<file path="src/rtl/az_link_pkg.sv">
// Shared definitions for the single-wire frame link: state encoding, slot levels, parity.
package az_link_pkg;

  localparam logic [2:0] ST_IDLE   = 3'd0;
  localparam logic [2:0] ST_START  = 3'd1;
  localparam logic [2:0] ST_GUARD  = 3'd2;
  localparam logic [2:0] ST_PARITY = 3'd3;
  localparam logic [2:0] ST_DATA   = 3'd4;
  localparam logic [2:0] ST_STOP   = 3'd5;
  localparam logic [2:0] ST_GAP    = 3'd6;

  typedef enum logic [2:0] {
    S_IDLE   = ST_IDLE,
    S_START  = ST_START,
    S_GUARD  = ST_GUARD,
    S_PARITY = ST_PARITY,
    S_DATA   = ST_DATA,
    S_STOP   = ST_STOP,
    S_GAP    = ST_GAP
  } link_state_e;

  localparam logic START_LVL   = 1'b1;
  localparam logic STOP_LVL    = 1'b1;
  localparam logic IDLE_LVL    = 1'b0;
  localparam int   GUARD_SLOTS = 1;
  localparam int   GAP_SLOTS   = 1;

  // Even parity over a word zero-extended to 32 bits (extension does not change parity).
  function automatic logic calc_parity(input logic [31:0] word);
    return ^word;
  endfunction

endpackage

</file>
<file path="src/rtl/tx.sv">
// Serial frame transmitter: START, GUARD, PARITY, data LSB first, STOP, GAP.
// Optional build macro TX_PARITY_INJECT_EN adds corrupt_par to invert the parity slot.
module tx
  import az_link_pkg::*;
#(
  parameter int BIT_LEN = 7
) (
  input  logic               clk,
  input  logic               rst,
  input  logic [BIT_LEN-1:0] data_in,
  input  logic               send,
  output logic               ready,
  output logic               channel_out,
  output logic               tx_done
`ifdef TX_PARITY_INJECT_EN
  , input logic              corrupt_par
`endif
);

  localparam int IDX_W = $clog2(BIT_LEN);
  localparam logic [IDX_W-1:0] LAST_IDX = IDX_W'(BIT_LEN - 1);

  link_state_e        state_r;
  link_state_e        next_state_s;
  logic [BIT_LEN-1:0] shreg_r;
  logic [IDX_W-1:0]   bit_idx_r;
  logic               par_r;
  logic               accept_s;
  logic               line_s;
  logic               frame_par_s;

  assign accept_s = send & ready;

`ifdef TX_PARITY_INJECT_EN
  assign frame_par_s = calc_parity(32'(data_in)) ^ corrupt_par;
`else
  assign frame_par_s = calc_parity(32'(data_in));
`endif

  // Next-state and next line level; outputs are registered from the next state.
  always_comb begin
    next_state_s = state_r;
    line_s       = IDLE_LVL;
    case (state_r)
      S_IDLE:   next_state_s = accept_s ? S_START : S_IDLE;
      S_START:  next_state_s = S_GUARD;
      S_GUARD:  next_state_s = S_PARITY;
      S_PARITY: next_state_s = S_DATA;
      S_DATA:   next_state_s = (bit_idx_r == LAST_IDX) ? S_STOP : S_DATA;
      S_STOP:   next_state_s = S_GAP;
      S_GAP:    next_state_s = accept_s ? S_START : S_IDLE;
      default:  next_state_s = S_IDLE;
    endcase
    case (next_state_s)
      S_START:  line_s = START_LVL;
      S_GUARD:  line_s = START_LVL;
      S_PARITY: line_s = par_r;
      S_DATA:   line_s = shreg_r[0];
      S_STOP:   line_s = STOP_LVL;
      default:  line_s = IDLE_LVL;
    endcase
  end

  // State, shift register, bit counter and registered outputs.
  always_ff @(posedge clk) begin
    if (rst) begin
      state_r     <= S_IDLE;
      channel_out <= IDLE_LVL;
      ready       <= 1'b1;
      tx_done     <= 1'b0;
      shreg_r     <= '0;
      bit_idx_r   <= '0;
      par_r       <= 1'b0;
    end else begin
      state_r     <= next_state_s;
      channel_out <= line_s;
      ready       <= (next_state_s == S_IDLE) || (next_state_s == S_GAP);
      tx_done     <= (next_state_s == S_STOP);
      // The word is consumed one bit per DATA slot, so shreg_r[0] is always the next bit.
      if (accept_s) begin
        shreg_r <= data_in;
        par_r   <= frame_par_s;
      end else if (next_state_s == S_DATA) begin
        shreg_r <= shreg_r >> 1;
      end else begin
        shreg_r <= shreg_r;
      end
      if ((state_r == S_DATA) && (next_state_s == S_DATA)) begin
        bit_idx_r <= bit_idx_r + IDX_W'(1);
      end else begin
        bit_idx_r <= '0;
      end
    end
  end

endmodule
</file>
<file path="config.mk">
export PLATFORM = sky130hd
export DESIGN_NAME = tx
export DESIGN_NICKNAME = d
export VERILOG_FILES = /design/src/rtl/az_link_pkg.sv /design/src/rtl/tx.sv
export SDC_FILE = /design/constraint.sdc
export NUM_CORES = 1
export LEC_CHECK = 0
export CAP_MARGIN = 20
export CORE_MARGIN = 2
export CORE_UTILIZATION = 41
export CTS_BUF_LIST = sky130_fd_sc_hd__clkbuf_16
export DETAILED_ROUTE_END_ITERATION = 10
export PLACE_DENSITY = 0.73
export SLEW_MARGIN = 20
export SYNTH_ARGS = -nofsm -noshare
export SYNTH_HDL_FRONTEND = slang
export SYNTH_SLANG_ARGS = --single-unit
</file>
<file path="constraint.sdc">
create_clock -name clk -period 2.22 [get_ports clk]
set_input_delay 0.222 -clock clk [delete_from_list [all_inputs] [get_ports clk]]
set_output_delay 0.222 -clock clk [all_outputs]
set_load 0.01 [all_outputs]
</file>
# After elaboration in Yosys (flattened, before gate mapping)

Cells that the tools add are included.

Output and inout bits: 3
Flip-flop bits (word level): 17
Logic and storage cells: 38
Bits of input ports: 10

Bitwise logic cells: 2
Mux-type cells: 6
Reductions and logical operators: 9
Add/subtract/negate cells: 1
Equal/unequal tests: 13

Operator list:

| cell                                                                   | number |
|---|---|
| 32-bit parity                                                          | 1 |
| 3-bit equality test (second input constant)                            | 7 |
| 3-bit one-hot mux with 6 select lines                                  | 1 |
| 7-bit 2-to-1 mux                                                       | 2 |
| 3-bit by 2-bit equality test with 1-bit output (second input constant) | 4 |
| 3-bit by 1-bit equality test with 1-bit output (second input constant) | 2 |
| 3-bit zero test                                                        | 2 |
| 2-bit OR reduction                                                     | 2 |
| 3-bit by 1-bit adder with 3-bit output (second input constant)         | 1 |
| 1-bit one-hot mux with 3 select lines                                  | 1 |
| 3-bit OR reduction                                                     | 1 |
| 1-bit 2-to-1 mux                                                       | 2 |
| 2-bit nonzero test                                                     | 1 |
| 1-bit AND                                                              | 1 |
| 1-bit logical AND                                                      | 1 |
| 1-bit logical OR                                                       | 1 |
| 1-bit inverter                                                         | 1 |

# Depth between registers and ports, before layout

Depth in word-level cells: 7
Depth in mapped cells: 7
Gate-level depth less buffers: 6

# Worst setup path before layout

Ideal clock, no wire load.

Kind: register to register
Start point: register state_r[2]
End point: register shreg_r[0]
Setup slack: 855 ps
Arrival time: 1274 ps
Cell stages (with the launch flop): 6
Setup time: 91 ps
Path buffers: 2
Path through: dfxtp_1 > buf_6 > nor3b_4 > a221o_1 > buf_6 > a311oi_1

Cells in the longest elaborated chain, start to end: 5
Elaborated cells on any way between the ends: 11
Classes of those cells: eq/ne (7); mux (1); reduce/logical (3)

Ends and longest elaborated chain:

| what                                                          | line     | text |
|---|---|---|
| start, declared                                               | tx.sv:23 | `link_state_e state_r;` |
| start signal, assigned                                        | tx.sv:75 | `state_r <= next_state_s;` |
| 3-bit equality test / 3-bit zero test (equally long branches) | tx.sv:44 | `case (state_r)` |
| 2-bit OR reduction (no source line)                           | n/a      |  |
| 3-bit one-hot mux with 6 select lines *                       | tx.sv:44 |  |
| 3-bit equality test *                                         | tx.sv:83 | `end else if (next_state_s == S_DATA) begin` |
| 2-bit nonzero test (no source line) *                         | n/a      |  |
| end signal, assigned                                          | tx.sv:81 | `shreg_r <= data_in;` |
| end signal, assigned                                          | tx.sv:84 | `shreg_r <= shreg_r >> 1;` |
| end signal, assigned                                          | tx.sv:86 | `shreg_r <= shreg_r;` |
| end, declared                                                 | tx.sv:25 | `logic [BIT_LEN-1:0] shreg_r;` |

Mark *: on every way between the ends. The rest lies on a longest branch, timed or not.
A chain may end at the register's enable or synchronous reset.

# Worst setup path in the final report

Start point: register state_r[2]
End point: register shreg_r[4]

Same word-level chain as after synthesis.

==> results_dict.tcl <==
set metrics [dict create \
    drc 0 \
    cp.required_ns 2.37 \
    critPathMaxFanout 13 \
    leakage_uw 0.0003794 \
    portBuffers 12 \
    power_frac_clock 0.409 \
    crit_start "state_r[2]" \
    finClkSkew_ns 0.006042 \
    drive_gt1_frac 0.1068 \
    cts_hold_buf 0 \
    r2r_end "shreg_r[4]" \
    rsz0062_at_grt "no" \
    wl_per_cell_um 12.33 \
    drtAntennaViolNets 0 \
    setup_ws_ns 0.4817 \
    cp_top_family "compound AO/OA/AOI/OAI gates" \
    syn-cell-area_um2 825.8 \
    ctsHtreeMaxLevel 1 \
    clk_pin_slew_ns 0.05 \
    io_pins 13 \
    seq_area_frac_synth 0.4121 \
    post_cts_resized 0 \
    mostFrequentLayoutCells "17 x dfxtp_1, 15 x nand2_1, 14 x nor2_1, 12 x clkdlybuf4s50_1, 6 x xnor2_1" \
    hp-class "reg -> reg" \
    grt_max_degree 16 \
    crit_chain "nor3b_4 > a221o_1 > nor2_1 > a311oi_1" \
    grt_pass1_vias 653 \
    yosys_warnings 0 \
    arrival_ns 1.89 \
    slew_violations 0 \
    grt.overflow.total 0 \
    p_switching_uw 221.4 \
    setup_tns_ns 0 \
    p_comb_frac 0.182 \
    endpoint "shreg_r[4]" \
    cts_max_path_buffers 2 \
    fmax_mhz 575.3 \
    async_flop_share 0 \
    max_stage_delay_ns 0.51 \
    worstMarginPinSlew_ns 0.4641 \
    cts_buffers 3 \
    place_hpwl_um 1121 \
    synth-seq-cells 17 \
    track_usage 0.1516 \
    maxCapViolCount 0 \
    synthCells 91 \
    pre_cts_ws_ns 0.4911 \
    setup_viol 0 \
    final_common_cell "dfxtp_1" \
    cp_num_buf_inv 0 \
    p_int_uw 655.4 \
    rows 16 \
    timing.slew.headroom 0.6867 \
    via_count 667 \
    fillers 199 \
    postSynthAreaPerCell_um2 9.075 \
    cts.sinks 17 \
    timing.rr.start "state_r[2]" \
    r2r_slack_ns 0.48 \
    core-area_um2 1922 \
    yosysUniqueCellTypes 32 \
    r2r_cells 4 \
    tritoncts "done" \
    power.density_nw_per_um2 848.4 \
    cp.depth 4 \
    crit_type "reg -> reg" \
    drt-initial-drc-count 12 \
    gp_congestion 0.8221 \
    antenna_found_initial 0 \
    swShare 0.2525 \
    outcome "finished, final reports clean" \
    peakVddDrop_uv 531.9 \
    routed_wirelength_um 1603 \
    synth-edff-count 0 \
    dr.pass1.iters 4 \
    synth_ff_type "dfxtp_1" \
    drt-vias-per-instance 5.131 \
    cp-end-kind "flop" \
    start_kind "flop" \
    finalHoldViolations 0 \
    clk_root_buffer_cell "clkbuf_16" \
    grt_pass1_wl_um 2794 \
    nNetsFinal 116 \
    area_growth_pct 25.15 \
    die_h_um 48.88 \
    syn-num-nets 103 \
    dp.cells 126 \
    cts_setup_buffers 0 \
    power_uw 876.8 \
    layoutNonFillerInstCount 130 \
    critPathSlowestCell "dfxtp_1" \
    fin_crit_sh 0.7830 \
    clk_latency_ns 0.25 \
    diodes 0 \
    die_x_um 48.88 \
    seqPwrFrac 0.409 \
    min_period_ns 1.738 \
    start_util 0.4297 \
    die-area_um2 2389 \
]
[synth_stat cells (all sizes together) (2+ instances only)]
| cell type | instances | area [um^2] |
|---|---|---|
| dfxtp | 17 | 340.3 |
| nand2 | 15 | 56.30 |
| nor2 | 14 | 52.55 |
| a311oi | 6 | 71.32 |
| xnor2 | 6 | 52.55 |
| buf | 5 | 36.28 |
| a221o | 2 | 20.02 |
| a31oi | 2 | 12.51 |
| ha | 2 | 25.02 |
| inv | 2 | 7.510 |
| nor3 | 2 | 10.01 |
[how the worst min path moves through the flow]
| stage | startpoint | end | slack (ns) | depth (start not counted) |
|---|---|---|---|---|
| CTS | bit_idx_r[0] | bit_idx_r[0] | 0.44 | 1 |
| detailed placement | bit_idx_r[0] | bit_idx_r[0] | 0.44 | 1 |
| global placement | bit_idx_r[0] | bit_idx_r[0] | 0.43 | 1 |
| global route | bit_idx_r[0] | bit_idx_r[0] | 0.47 | 1 |
| finish | bit_idx_r[0] | bit_idx_r[0] | 0.44 | 1 |
| floorplan | rst | par_r | 0.32 | 1 |
[final cells by class]
class                   instances  area, um^2  share of cell area
clock inverters                 1       3.754            0.003632
inverters                       2       7.507            0.007264
well taps                      27       33.78             0.03269
clock buffers                   3       75.07             0.07264
repair buffers                 14       135.1              0.1308
multi-input cells              66       437.9              0.4237
flip-flops and latches         17       340.3              0.3293
[registers in the layout, summed over array words and instances, names as in the netlist]
signal	cells
tx_done	1
channel_out	1
ready	1
par_r	1
shreg_r	7
state_r	3
bit_idx_r	3
[per-layer routing]
layer	GRT usage	up-vias	routed length [um]
li1	-	338	-
met1	0.1631	315	678
met2	0.2694	12	843
met3	0.04908	2	73
met4	0.06667	0	8
met5	0	-	0
[logic make-up (layout without fill, tap and decap cells)]
| kind of cell | after synthesis | count (layout) | synth area share |
|---|---|---|---|
| muxes | 1 | 1 | 0.01212 |
| xor gates and xnor gates | 7 | 7 | 0.07424 |
| and+or+nand+nor | 39 | 39 | 0.2273 |
| DFF | 17 | 17 | 0.4121 |
| buffers and inverters | 8 | 20 | 0.05757 |
| AOI/OAI and AO/OA | 17 | 17 | 0.1864 |
| adders and majority gates | 2 | 2 | 0.03030 |
[power groups by stage]
| stage | registers [uW] | logic (uW) | clock network, uW |
|---|---|---|---|
| finish | 359 | 159 | 358 |
| CTS | 359 | 160 | 363 |
| global placement | 363 | 152 | 0 |
| global route | 362 | 176 | 384 |
| detailed placement | 364 | 158 | 0 |
| floorplan | 357 | 119 | 0 |
[through the flow]
step                      hold slack, ns  area [um^2]    util
final                             0.4359         1033  0.5378
after global routing              0.4726         1033  0.5378
after CTS                         0.4426         1033  0.5378
after detailed placement          0.4355        954.7  0.4967
after global placement            0.4280        954.7  0.4967
after floorplan                   0.3229        825.8       -
Power figures use the tool's default switching activity.
